==> src/rtl/alu_pkg.sv <==
// Shared ALU control encodings and execute-unit FSM state type.
package alu_pkg;

  localparam logic [2:0] ALU_ADD = 3'b010;
  localparam logic [2:0] ALU_SUB = 3'b110;
  localparam logic [2:0] ALU_AND = 3'b000;
  localparam logic [2:0] ALU_OR  = 3'b001;
  localparam logic [2:0] ALU_SLT = 3'b111;
  localparam logic [2:0] ALU_SLL = 3'b100;
  localparam logic [2:0] ALU_SRL = 3'b101;

  typedef enum logic {
    StIdle,
    StShift
  } alu_state_e;

endpackage

==> src/rtl/alu_exec_unit_if.sv <==
// Handshake and operand/result bundle between the EX stage and the ALU execute unit.
interface alu_exec_unit_if #(
  parameter int unsigned WIDTH   = 32,
  parameter int unsigned SHAMT_W = 5
);
  logic               InValid;
  logic               InReady;
  logic [2:0]         ALUControl;
  logic               shift;
  logic [WIDTH-1:0]   SrcA;
  logic [WIDTH-1:0]   SrcB;
  logic [SHAMT_W-1:0] Shamt;
  logic [WIDTH-1:0]   Result;
  logic               Zero;
  logic               OutValid;
  logic               Stall;

  modport master (
    output InValid, ALUControl, shift, SrcA, SrcB, Shamt,
    input  InReady, Result, Zero, OutValid, Stall
  );

  modport slave (
    input  InValid, ALUControl, shift, SrcA, SrcB, Shamt,
    output InReady, Result, Zero, OutValid, Stall
  );
endinterface

==> src/rtl/serial_shifter.sv <==
// One-bit-per-cycle logical shifter; done flags the cycle whose shifted value is final.
module serial_shifter #(
  parameter int unsigned WIDTH   = 32,
  parameter int unsigned SHAMT_W = 5
) (
  input  logic               clk,
  input  logic               reset,
  input  logic               load,
  input  logic               right,
  input  logic [WIDTH-1:0]   din,
  input  logic [SHAMT_W-1:0] amount,
  output logic [WIDTH-1:0]   shifted,
  output logic               done
);

  logic [WIDTH-1:0]   shreg_q;
  logic [SHAMT_W-1:0] cnt_q;
  logic               right_q;

  assign shifted = right_q ? {1'b0, shreg_q[WIDTH-1:1]} : {shreg_q[WIDTH-2:0], 1'b0};
  assign done    = (cnt_q == SHAMT_W'(1));

  always_ff @(posedge clk) begin
    if (reset) begin
      shreg_q <= '0;
      cnt_q   <= '0;
      right_q <= 1'b0;
    end else if (load) begin
      shreg_q <= din;
      cnt_q   <= amount;
      right_q <= right;
    end else if (cnt_q != '0) begin
      shreg_q <= shifted;
      cnt_q   <= cnt_q - SHAMT_W'(1);
    end
  end

endmodule

==> src/rtl/alu_exec_unit.sv <==
// ALU execute unit: single-cycle logic/arithmetic ops, serial SLL/SRL that raises Stall.
// Define ALU_EXEC_FAST_SHIFT_EN to replace the serial shifter with a one-cycle barrel shifter.
module alu_exec_unit
  import alu_pkg::*;
#(
  parameter int unsigned WIDTH   = 32,
  parameter int unsigned SHAMT_W = 5
) (
  input  logic           clk,
  input  logic           reset,
  alu_exec_unit_if.slave bus
);

  alu_state_e       state_q;
  logic [WIDTH-1:0] result_q;
  logic             zero_q;
  logic             out_valid_q;
  logic             stall_q;

  logic             accept;
  logic             shift_op;
  logic             start_shift;
  logic             shift_done;
  logic [WIDTH-1:0] shifted;
  logic [WIDTH-1:0] alu_res;

  assign accept   = bus.InValid && (state_q == StIdle);
  // Only a consistent decode (shift flag plus SLL/SRL code) is a real shift.
  assign shift_op = bus.shift && ((bus.ALUControl == ALU_SLL) || (bus.ALUControl == ALU_SRL));

  always_comb begin
    alu_res = '0;
    if (bus.shift) begin
      if (shift_op) begin
`ifdef ALU_EXEC_FAST_SHIFT_EN
        alu_res = bus.ALUControl[0] ? (bus.SrcB >> bus.Shamt) : (bus.SrcB << bus.Shamt);
`else
        alu_res = bus.SrcB;
`endif
      end
    end else begin
      case (bus.ALUControl)
        ALU_ADD: alu_res = bus.SrcA + bus.SrcB;
        ALU_SUB: alu_res = bus.SrcA - bus.SrcB;
        ALU_AND: alu_res = bus.SrcA & bus.SrcB;
        ALU_OR:  alu_res = bus.SrcA | bus.SrcB;
        ALU_SLT: alu_res = {{(WIDTH-1){1'b0}}, ($signed(bus.SrcA) < $signed(bus.SrcB))};
        default: alu_res = '0;
      endcase
    end
  end

`ifdef ALU_EXEC_FAST_SHIFT_EN
  assign start_shift = 1'b0;
  assign shift_done  = 1'b0;
  assign shifted     = '0;
`else
  // A zero shift amount completes through the single-cycle path instead.
  assign start_shift = accept && shift_op && (bus.Shamt != '0);

  serial_shifter #(
    .WIDTH   (WIDTH),
    .SHAMT_W (SHAMT_W)
  ) u_shifter (
    .clk     (clk),
    .reset   (reset),
    .load    (start_shift),
    .right   (bus.ALUControl[0]),
    .din     (bus.SrcB),
    .amount  (bus.Shamt),
    .shifted (shifted),
    .done    (shift_done)
  );
`endif

  always_ff @(posedge clk) begin
    if (reset) begin
      state_q     <= StIdle;
      result_q    <= '0;
      zero_q      <= 1'b1;
      out_valid_q <= 1'b0;
      stall_q     <= 1'b0;
    end else begin
      out_valid_q <= 1'b0;
      case (state_q)
        StIdle: begin
          if (accept) begin
            if (start_shift) begin
              state_q <= StShift;
            end else begin
              result_q    <= alu_res;
              zero_q      <= (alu_res == '0);
              out_valid_q <= 1'b1;
            end
          end
        end
        StShift: begin
          if (shift_done) begin
            result_q    <= shifted;
            zero_q      <= (shifted == '0);
            out_valid_q <= 1'b1;
            stall_q     <= 1'b0;
            state_q     <= StIdle;
          end else begin
            stall_q <= 1'b1;
          end
        end
        default: state_q <= StIdle;
      endcase
    end
  end

  assign bus.InReady  = (state_q == StIdle);
  assign bus.Result   = result_q;
  assign bus.Zero     = zero_q;
  assign bus.OutValid = out_valid_q;
  assign bus.Stall    = stall_q;

endmodule

==> src/flat_wrapper.sv <==
// flat-port wrapper written by rule: the top's interface ports become plain ports
module alu_exec_unit_flat import alu_pkg::*;
#(
  parameter int unsigned WIDTH   = 32,
  parameter int unsigned SHAMT_W = 5
)
  (clk, reset, bus_InValid, bus_ALUControl, bus_shift, bus_SrcA, bus_SrcB, bus_Shamt, bus_InReady, bus_Result, bus_Zero, bus_OutValid, bus_Stall);
  alu_exec_unit_if #(.WIDTH(WIDTH), .SHAMT_W(SHAMT_W)) bus_i ();
  input  logic clk;
  input  logic reset;
  input wire logic [$bits(bus_i.InValid)-1:0] bus_InValid;
  input wire logic [$bits(bus_i.ALUControl)-1:0] bus_ALUControl;
  input wire logic [$bits(bus_i.shift)-1:0] bus_shift;
  input wire logic [$bits(bus_i.SrcA)-1:0] bus_SrcA;
  input wire logic [$bits(bus_i.SrcB)-1:0] bus_SrcB;
  input wire logic [$bits(bus_i.Shamt)-1:0] bus_Shamt;
  output wire logic [$bits(bus_i.InReady)-1:0] bus_InReady;
  output wire logic [$bits(bus_i.Result)-1:0] bus_Result;
  output wire logic [$bits(bus_i.Zero)-1:0] bus_Zero;
  output wire logic [$bits(bus_i.OutValid)-1:0] bus_OutValid;
  output wire logic [$bits(bus_i.Stall)-1:0] bus_Stall;
  assign bus_i.InValid = bus_InValid;
  assign bus_i.ALUControl = bus_ALUControl;
  assign bus_i.shift = bus_shift;
  assign bus_i.SrcA = bus_SrcA;
  assign bus_i.SrcB = bus_SrcB;
  assign bus_i.Shamt = bus_Shamt;
  assign bus_InReady = bus_i.InReady;
  assign bus_Result = bus_i.Result;
  assign bus_Zero = bus_i.Zero;
  assign bus_OutValid = bus_i.OutValid;
  assign bus_Stall = bus_i.Stall;
  alu_exec_unit #(.WIDTH(WIDTH), .SHAMT_W(SHAMT_W)) u_core (.clk(clk), .reset(reset), .bus(bus_i));
endmodule
==> config.mk <==
export PLATFORM = sky130hd
export DESIGN_NAME = alu_exec_unit_flat
export DESIGN_NICKNAME = d
export VERILOG_FILES = /design/src/rtl/alu_pkg.sv /design/src/rtl/alu_exec_unit_if.sv /design/src/rtl/serial_shifter.sv /design/src/rtl/alu_exec_unit.sv /design/src/flat_wrapper.sv
export SDC_FILE = /design/constraint.sdc
export NUM_CORES = 1
export LEC_CHECK = 0
export CAP_MARGIN = 20
export CORE_ASPECT_RATIO = 1.25
export CORE_MARGIN = 5
export CORE_UTILIZATION = 40
export DETAILED_ROUTE_END_ITERATION = 8
export HOLD_SLACK_MARGIN = 0.03
export MAX_ROUTING_LAYER = met4
export PLACE_DENSITY = 0.58
export SYNTH_ARGS = -nofsm -noshare
export SYNTH_HDL_FRONTEND = slang
export SYNTH_SLANG_ARGS = --single-unit
==> constraint.sdc <==
create_clock -name clk -period 7.55 [get_ports clk]
set_clock_uncertainty 0.05 [all_clocks]
set_input_delay 1.8875 -clock clk [delete_from_list [all_inputs] [get_ports clk]]
set_output_delay 1.8875 -clock clk [all_outputs]
set_load 0.01 [all_outputs]
# Yosys cells after proc, flatten, opt, wreduce, memory -nomap -nowiden
# Cells that the tools add are included.
# totals
reg_bits	74
wordCells	61
# op_classes
add_sub_neg	3
magnitude_cmp	1
eq_ne	10
n_mux	24
bitwise_logic	3
reduce_logical	12
# ops
cell	n
32-bit two-way mux	8
32-bit case mux with 5 select lines	1
32-bit zero test	2
32-bit case mux with 2 select lines	1
32-bit adder	1
32-bit AND	1
32-bit less-than comparator	1
32-bit OR	1
32-bit subtractor	1
3-bit equality test (second input constant)	4
5-bit two-way mux	2
5-bit nonzero test	2
1-bit two-way mux	9
1-bit case mux with 2 select lines	3
5-bit by 1-bit equality test with 1-bit output (second input constant)	1
5-bit by 1-bit subtractor with 5-bit output (second input constant)	1
1-bit logical AND	4
2-bit != test (second input constant)	2
3-bit by 1-bit equality test with 1-bit output (second input constant)	1
3-bit by 2-bit equality test with 1-bit output (second input constant)	1
3-bit zero test	1
3-bit AND reduction	1
2-bit by 1-bit != test with 1-bit output (second input constant)	1
2-bit nonzero test	1
2 further kinds	2

# Longest topological paths before layout
# Gate-level depths: netlist of run 1.
# depth
word_depth	9
mapped_depth	16

# Modules after synthesis
# Synthesis of run 1 repeated with hierarchy kept, for this count alone.
# hier_totals
hier_cells	1403
hier_area_um2	9968.3
# modules_own_cells
mod	n_inst	cells_per_inst	area_per_inst_um2	seq_area_each_um2
alu_exec_unit	1	1141	7682.4	720.7
serial_shifter	1	262	2285.9	760.7

# Worst setup path before layout of run 1
# Ideal clock, no wire load.
# synth_path
path_kind	input -> register
start	input port bus_SrcB[0]
end	register u_core.zero_q, in the netlist u_core.bus.Zero
arrival_ps	5061
required_time_ps	7431
slack_ps	2370
path_stages	14
path_cell_list	ha_1 -> fa_1 -> a21oi_1 -> o221ai_2 -> nand3_2 -> nand2_2 -> a311oi_2 -> mux2i_1 -> or3_1 -> or4_1 -> or4_1 -> nor4_2 -> nand4_1 -> o21ai_1
# synth_between
elab_chain_cells	7
elab_cells_between_ends	12
cone_classes	2 x add/sub; 1 x order compare; 6 x mux; 2 x bitwise; 1 x reduce/logical
# synth_rtl
item	line	text
from (decl)	flat_wrapper.sv:15	input wire logic [$bits(bus_i.SrcB)-1:0] bus_SrcB;
32-bit subtractor (tied with other cells)	alu_exec_unit.sv:44	ALU_SUB: alu_res = bus.SrcA - bus.SrcB;
32-bit case mux with 5 select lines	alu_exec_unit.sv:42	case (bus.ALUControl)
32-bit two-way mux *	alu_exec_unit.sv:33	if (bus.shift) begin
32-bit zero test *	alu_exec_unit.sv:92	zero_q <= (alu_res == '0);
1-bit two-way mux *	alu_exec_unit.sv:88	if (start_shift) begin
1-bit two-way mux *	alu_exec_unit.sv:87	if (accept) begin
1-bit case mux with 2 select lines *	alu_exec_unit.sv:85	case (state_q)
to (signal assigned)	alu_exec_unit.sv:92	
to (signal assigned)	alu_exec_unit.sv:100	zero_q <= (shifted == '0);
to (decl)	alu_exec_unit.sv:16	logic zero_q;
# Every way passes the cells marked *; elsewhere a longest branch is shown, timed or not. The select of a mux whose other input is x is not followed.
# A chain may end at the register's enable or synchronous reset.

# Worst setup path in the final report of run 1
# layout_path
start	input port bus_SrcB[14]
end	register u_core.zero_q, in the netlist u_core.bus.Zero
# The elaborated chain is that of the path after synthesis.

==> flow_summary.yaml, run 1 <==
timing:
  grt_setup_unrepaired: "false"
  hold_viol_final: 0
  timing.fmax_mhz: 158.4
  max_slew_margin_pct: 30.74
  timing_max_transition_violations_final: 0
  totalNegativeSetupSlack_ns: 0
  finalWorstPathRequiredPeriod_ns: 6.314
  setup-violations-final: 0
  final_min_period_over_clock_period_pct: 83.63
  max_slew.worst_pin.slew_ns: 1.039
route:
  drt_wl_total_microns: 38340
  postRouteAntennaNets: 0
  route.detailed.drc: 0
  average_wire_per_standard_cell_microns: 23.07
  route.vias.total: 10329
  vias_per_cell: 6.215
  initial_drt_pass_iterations: 6
  drt-initial-drc-count: 873
synth:
  synth.top_cell.area_share_pct: 15.98
  synth_cell_type_count: 85
  number_of_storage_elements_in_the_synthesis_netlist: 74
  synth.top_cells.by_area: "sky130_fd_sc_hd__dfxtp_1 16%, sky130_fd_sc_hd__ha_1 15%, sky130_fd_sc_hd__a21oi_1 8.7%, sky130_fd_sc_hd__nor2_1 6.3%, sky130_fd_sc_hd__a211oi_1 4.6%"
  number_of_enable_type_register_cells_in_the_synthesized_netlist: 0
  yosysWarningCount: 0
  post-synth-top-area-cell: "sky130_fd_sc_hd__dfxtp_1"
  post_synth_instance_area_sq_um: 9269
  ys_seq_area_share_pct: 15.98
  netlist_instances: 1313
  postSynthAreaPerCell_sq_um: 7.059
  synth_ff_type: "sky130_fd_sc_hd__dfxtp_1"
  synth_async_reset_ratio_pct: 0
  synth_fp_nets: 1505
power:
  worst_ir_drop_vdd_mv: 0.1592
  power.switching_mw: 1.014
  clkPwrFrac_pct: 18.3
  cellLeakagePower_nw: 4.394
  pwr-share-seq_pct: 26.2
  pwr_density_cell_nw_per_um2: 202.5
  combinational_power_share_pct: 55.4
  internal_power_mw: 1.178
  p_sw_share_pct: 46.27
critical_path:
  r2r_setup_slk_ns: 3.94
  cp-start-kind: "primary input"
  crit-reg2reg-capture: "u_core.bus.Zero"
  timing.critical_path.arrival_ns: 6.54
  timing.reg2reg.worst_path_depth: 12
  path_max_fanout: 12
  crit_required_ns: 7.77
  timing.rr.start: "u_core.state_q"
  crit_path_end_kind: "flop"
  worstSetupPathType: "primary input to flop"
global_routing:
  globalRoute.totalOverflow: 0
  grt_util_all_layers_pct: 28.55
  grt_pass1_wl_microns: 58350
  vias_in_the_first_global_route: 9949
  grt_antenna_before_repair: 0
  grt_start_max_net_pins: 74
finish:
  fill_cells: 2347
  final-seq-area_sq_um: 1484
  area_growth_syn_to_layout_pct: 16.78
  share_of_final_layout_standard_cells_stronger_than_drive_strength_1_pct: 5.604
  num_antenna_cells: 0
  fin_area_sq_um: 10820
  multi_input_area_sq_um: 7044
  layout.nets: 1561
clock_network:
  clock-sinks: 74
  cts.clk_slew.worst_paths_ns: 0.06
  hold_buffer_count_at_cts: 0
  ctsResizeCount: 0
  insertion_delay_ns: 0.34
  cts_made_buffers: 9
  clock_tree.root_cell: "sky130_fd_sc_hd__clkbuf_16"
  tritoncts: "done"
  cts-root-to-sink-buffers: 2
  htreeDepth: 3
  total_setup_buffers_inserted_after_cts: 0
placed_design:
  placed_cell_area_sq_um: 10550
  place_congestion: 0.9799
  detailed_place_hpwl_microns: 30040
  port-buffer-count: 111
run:
  max_cap_violations: 0
floorplanning:
  start_util_pct: 40.50
  rows: 62
  die_width_microns: 146.2
  die_area_sq_um: 26340
  die_h_microns: 180.2
  placeableCoreArea_sq_um: 22880
  ioPinCount: 112
worst_hold_path:
  startpoint_of_the_tightest_hold_check_path: "u_core.bus.Result[23]"
  timing.hold.worst_path_depth: 2
  min-delay-path-class: "flop to flop"
  hold-path-endpoint: "u_core.bus.Result[23]"
outcome:
  run_status: "finished, final reports clean"
Yosys cell counts (16+ instances only):
cell                       instances
sky130_fd_sc_hd__a211oi_1         57
sky130_fd_sc_hd__a21oi_1         161
sky130_fd_sc_hd__clkbuf_1         58
sky130_fd_sc_hd__dfxtp_1          74
sky130_fd_sc_hd__ha_1            114
sky130_fd_sc_hd__inv_1           106
sky130_fd_sc_hd__mux2i_1          41
sky130_fd_sc_hd__nand2_1         104
sky130_fd_sc_hd__nand3_1          22
sky130_fd_sc_hd__nand4_1          16
sky130_fd_sc_hd__nor2_1          156
sky130_fd_sc_hd__nor3_1           22
sky130_fd_sc_hd__nor4_1           16
sky130_fd_sc_hd__o211ai_1         26
sky130_fd_sc_hd__o21ai_0          49
sky130_fd_sc_hd__o31ai_1          17
sky130_fd_sc_hd__xnor2_1          22
final cells by class:
type	instances	share of cell area (%)
clock buffer	10	2.115
clock inverter	6	0.3930
inverter	110	3.815
multi-input combinational	1043	65.08
sequential	74	13.71
tap	288	3.329
timing repair buffer	131	11.56
layer usage:
layer  wire length, microns  part of all wire, %  vias up  global-route usage (%)
met4                   1806                  4.7        0                   12.05
met5                      0                    0        -                       -
met3                   2278                  5.9      101                   3.321
met2                  18410                   48      421                   47.91
li1                       -                    -     4853                       -
met1                  15850                   41     4954                   34.65
metrics by stage:
| step | instances | power (mW) | utilization, % | hold WS, ns | worst slack (ns) |
|---|---|---|---|---|---|
| global route | 1662 | 2.345 | 47.30 | 0.4235 | 0.9379 |
| detailed placement | 1646 | 1.780 | 46.11 | 0.3965 | 0.9302 |
| finish | 1662 | 2.192 | 47.30 | 0.4015 | 1.236 |
| CTS | 1662 | 2.184 | 47.30 | 0.4040 | 1.281 |
| global placement | 1646 | 1.774 | 46.11 | 0.3905 | 0.9218 |
| floorplan | 1313 | 1.405 | - | 0.4261 | 2.370 |
worst max-delay path, cell delays in order:
cell,delay [ns]
sky130_fd_sc_hd__clkdlybuf4s50_1,0.65
sky130_fd_sc_hd__inv_1,0.11
sky130_fd_sc_hd__ha_1,0.47
sky130_fd_sc_hd__inv_2,0.13
sky130_fd_sc_hd__a21oi_1,0.11
sky130_fd_sc_hd__o31ai_1,0.57
sky130_fd_sc_hd__mux2_2,0.40
sky130_fd_sc_hd__a221oi_1,0.27
sky130_fd_sc_hd__and3_1,0.19
sky130_fd_sc_hd__nand2_1,0.10
sky130_fd_sc_hd__or4_1,0.58
sky130_fd_sc_hd__or4_1,0.53
sky130_fd_sc_hd__nor4_2,0.27
sky130_fd_sc_hd__nand4_1,0.12
sky130_fd_sc_hd__o21ai_1,0.13
flip-flops by register name, summed over array words and instances, names as in the netlist:
signal                    cells
u_core.u_shifter.cnt_q        5
u_core.state_q                1
u_core.bus.Result            32
u_core.bus.Zero               1
u_core.bus.OutValid           1
u_core.bus.Stall              1
u_core.u_shifter.right_q      1
u_core.u_shifter.shreg_q     32
placed cells by master, fill, tap and decap left out, types with 4 or more instances in the layout:
cell type,count
sky130_fd_sc_hd__a21oi_1,160
sky130_fd_sc_hd__a31oi_1,5
sky130_fd_sc_hd__dfxtp_1,72
sky130_fd_sc_hd__o311a_1,4
sky130_fd_sc_hd__nor2_1,155
sky130_fd_sc_hd__o21bai_1,5
sky130_fd_sc_hd__o311ai_0,11
sky130_fd_sc_hd__and3_1,8
sky130_fd_sc_hd__buf_4,20
sky130_fd_sc_hd__a221oi_1,7
sky130_fd_sc_hd__mux2i_1,41
sky130_fd_sc_hd__clkbuf_16,9
sky130_fd_sc_hd__ha_1,114
sky130_fd_sc_hd__nand4_1,16
sky130_fd_sc_hd__nor2b_1,8
sky130_fd_sc_hd__nor4_1,16
sky130_fd_sc_hd__clkdlybuf4s50_1,109
sky130_fd_sc_hd__nand2b_1,11
sky130_fd_sc_hd__or2_2,4
sky130_fd_sc_hd__a21o_1,14
sky130_fd_sc_hd__xnor2_1,22
sky130_fd_sc_hd__o41ai_1,4
sky130_fd_sc_hd__o21a_1,4
sky130_fd_sc_hd__a211oi_1,57
sky130_fd_sc_hd__o2111ai_1,4
sky130_fd_sc_hd__o22ai_1,10
sky130_fd_sc_hd__o31ai_1,17
sky130_fd_sc_hd__a22oi_1,10
sky130_fd_sc_hd__xor2_1,7
sky130_fd_sc_hd__nor3_1,22
sky130_fd_sc_hd__o221ai_1,4
sky130_fd_sc_hd__nand2_1,103
sky130_fd_sc_hd__inv_1,106
sky130_fd_sc_hd__a221o_1,8
sky130_fd_sc_hd__and2_1,10
sky130_fd_sc_hd__or3_1,7
sky130_fd_sc_hd__o211ai_1,26
sky130_fd_sc_hd__nand3_1,22
sky130_fd_sc_hd__o21ai_0,49
power by group through the flow:
stage | registers (mW) | clock network (mW) | logic, mW
global placement | 0.580 | 0 | 1.19
global route | 0.583 | 0.420 | 1.34
detailed placement | 0.581 | 0 | 1.20
CTS | 0.573 | 0.405 | 1.21
finish | 0.575 | 0.402 | 1.22
floorplan | 0.554 | 0 | 0.851
worst max-delay path by stage:
stage                       startpoint  slack, ns  cells after the start              end
after floorplan            bus_SrcB[0]       2.37                     14  u_core.bus.Zero
after global placement    bus_SrcB[14]       0.92                     15  u_core.bus.Zero
after detailed placement  bus_SrcB[14]       0.93                     15  u_core.bus.Zero
after CTS                 bus_SrcB[14]       1.28                     15  u_core.bus.Zero
after global routing      bus_SrcB[14]       0.94                     15  u_core.bus.Zero
final                     bus_SrcB[14]       1.24                     15  u_core.bus.Zero
kinds of logic (layout without fill, tap and decap cells):
| family | after synthesis | after routing | share of synthesized area (%) |
|---|---|---|---|
| AO/OA/AOI/OAI | 446 | 446 | 31.83 |
| AND/OR/NAND/NOR | 408 | 408 | 20.56 |
| buffers and inverters | 196 | 257 | 8.275 |
| adder cells (fa/ha/maj) | 116 | 116 | 15.82 |
| flip-flops | 74 | 74 | 15.98 |
| multiplexers | 44 | 44 | 4.792 |
| XOR/XNOR | 29 | 29 | 2.740 |
Power figures use the tool's default switching activity.
==> run 2: changes to the inputs <==
--- a/config.mk
+++ b/config.mk
@@ -12,7 +12,7 @@
 export DETAILED_ROUTE_END_ITERATION = 8
 export HOLD_SLACK_MARGIN = 0.03
 export MAX_ROUTING_LAYER = met4
-export PLACE_DENSITY = 0.58
+export PLACE_DENSITY = 0.6
 export SYNTH_ARGS = -nofsm -noshare
 export SYNTH_HDL_FRONTEND = slang
 export SYNTH_SLANG_ARGS = --single-unit
==> constraint.sdc (replaced) <==
create_clock -name clk -period 5.7 [get_ports clk]
set_clock_uncertainty 0.05 [all_clocks]
set_input_delay 1.425 -clock clk [delete_from_list [all_inputs] [get_ports clk]]
set_output_delay 1.425 -clock clk [all_outputs]
set_load 0.01 [all_outputs]
==> flow_summary.yaml, run 2 (synthesis gave the netlist of run 1 again) <==
power:
  p_sw_share_pct: 44.11
  clkPwrFrac_pct: 19.4
  cellLeakagePower_nw: 4.836
  worst_ir_drop_vdd_mv: 0.2072
  design_power_total_mw: 3.021
  internal_power_mw: 1.689
  power.switching_mw: 1.333
  combinational_power_share_pct: 55.6
  pwr-share-seq_pct: 25.0
  pwr_density_cell_nw_per_um2: 261.9
route:
  initial_drt_pass_iterations: 5
  route.detailed.drc: 0
  route.vias.total: 10397
  drt-initial-drc-count: 834
  postRouteAntennaNets: 0
  drt_wl_total_microns: 38470
  vias_per_cell: 5.938
  average_wire_per_standard_cell_microns: 21.97
finish:
  mostFrequentLayoutCells: "160 x sky130_fd_sc_hd__a21oi_1, 155 x sky130_fd_sc_hd__nor2_1, 114 x sky130_fd_sc_hd__ha_1, 109 x sky130_fd_sc_hd__clkdlybuf4s50_1, 107 x sky130_fd_sc_hd__buf_4"
  fin_area_sq_um: 11530
  mostFrequentLayoutCell: "sky130_fd_sc_hd__a21oi_1"
  finish.cell_count_without_fillers: 1751
  layout.nets: 1649
  fill_cells: 2358
  share_of_final_layout_standard_cells_stronger_than_drive_strength_1_pct: 11.29
  final_util_pct: 50.40
  area_growth_syn_to_layout_pct: 24.43
global_routing:
  grt_util_all_layers_pct: 28.63
  grt_pass1_wl_microns: 58550
  grt_start_max_net_pins: 66
  grt_antenna_before_repair: 1
  vias_in_the_first_global_route: 10132
  globalRoute.totalOverflow: 0
floorplanning:
  die_h_microns: 180.2
  die_width_microns: 146.2
  rows: 62
  ioPinCount: 112
  start_util_pct: 40.50
  die_area_sq_um: 26340
  placeableCoreArea_sq_um: 22880
clock_network:
  htreeDepth: 3
  tritoncts: "done"
  cts.clk_slew.worst_paths_ns: 0.06
  clock_tree.root_cell: "sky130_fd_sc_hd__clkbuf_16"
  hold_buffer_count_at_cts: 0
  total_setup_buffers_inserted_after_cts: 0
  ctsResizeCount: 0
  clock-sinks: 74
  cts-root-to-sink-buffers: 2
  insertion_delay_ns: 0.34
  cts_made_buffers: 9
critical_path:
  crit_path_end_kind: "flop"
  timing.critical_path.arrival_ns: 5.66
  worstPathCellList: "clkdlybuf4s50_1, inv_1, ha_1, fa_1, o21bai_2, o211ai_2, a211oi_1, buf_4, o31ai_1, nand3_1, mux2i_1, or3_1, or4_1, or4_1, nor4_2, nand4_1, o21ai_1"
  cp-start-kind: "primary input"
  crit_path_top_delay_cell: "sky130_fd_sc_hd__clkdlybuf4s50_1"
  crit_path_max_incr_delay_ns: 0.59
  path_max_fanout: 3
  crit_required_ns: 5.92
  worstSetupPathType: "primary input to flop"
  worst_path_most_repeated_cell: "sky130_fd_sc_hd__or4_1"
placed_design:
  dp.cells: 1733
  detailed_place_hpwl_microns: 31070
  place_congestion: 0.9931
  port-buffer-count: 111
  pre_cts_slack_ns: -0.02907
  placed_cell_area_sq_um: 11210
worst_hold_path:
  min-delay-path-class: "flop to flop"
timing:
  hold_viol_final: 0
  finalWorstPathRequiredPeriod_ns: 5.447
  setup-violations-final: 0
  max_slew_margin_pct: 35.68
  timing.fmax_mhz: 183.6
  totalNegativeSetupSlack_ns: 0
  fin_worst_hold_slack_ns: 0.3997
  grt_setup_unrepaired: "false"
  setup_ws_ns: 0.2530
  final_min_period_over_clock_period_pct: 95.56
  max_slew.worst_pin.slew_ns: 0.9648
  timing_max_transition_violations_final: 0
outcome:
  run_status: "finished, final reports clean"
run:
  max_cap_violations: 0
[run 2: changes by cell type in the layout (fill, tap and decap cells not counted), sizes merged]
| cell | delta |
|---|---|
| clkinv | -2 |
| diode | +1 |
| buf | +88 |
| clkbuf | +1 |
| bufinv | +1 |
[run 2: power by group through the flow]
| stage | logic (mW) | clock network [mW] | registers, mW |
|---|---|---|---|
| finish | 1.68 | 0.586 | 0.754 |
| global route | 1.86 | 0.608 | 0.768 |
| CTS | 1.65 | 0.590 | 0.754 |
| detailed placement | 1.63 | 0 | 0.763 |
| global placement | 1.62 | 0 | 0.762 |
| floorplan | 1.13 | 0 | 0.734 |
[run 2: path summary, 6_finish.rpt]
path | start | to | slack (ns) | depth (start not counted)
setup / recovery | bus_SrcA[0] | u_core.bus.Zero | 0.25 | 17
hold / removal | u_core.bus.Result[14] | u_core.bus.Result[14] | 0.40 | 2
setup reg to reg | u_core.u_shifter.cnt_q[2] | u_core.bus.Zero | 2.21 | 12
hold reg to reg | u_core.bus.Result[14] | u_core.bus.Result[14] | 0.40 | 2
[run 2: layout make-up]
class                           instances  area, sq um  area share [%]
Timing Repair Buffer                  219         1924           16.68
Clock inverter                          5        62.56          0.5424
Multi-Input combinational cell       1043         7044           61.08
Inverter                              110        412.9           3.580
Clock buffer                           11        242.7           2.105
Tap cell                              288        360.3           3.124
Antenna cell                            1        2.502         0.02170
Sequential cell                        74         1484           12.87
[run 2: layer usage]
metal	track usage [%]	vias up	part of all wire, %
met5	-	-	0
met4	8.735	0	2.6
met3	2.717	57	5.5
met2	49.17	384	49
met1	35.57	4918	43
li1	-	5038	-
[run 2: critical path, delay by kind of cell]
family	cells	cell delay [ns]
muxes	1	0.11
and+or+nand+nor	6	1.77
buffers and inverters	3	0.88
AOI/OAI and AO/OA	5	0.85
adders and majority gates	2	0.63
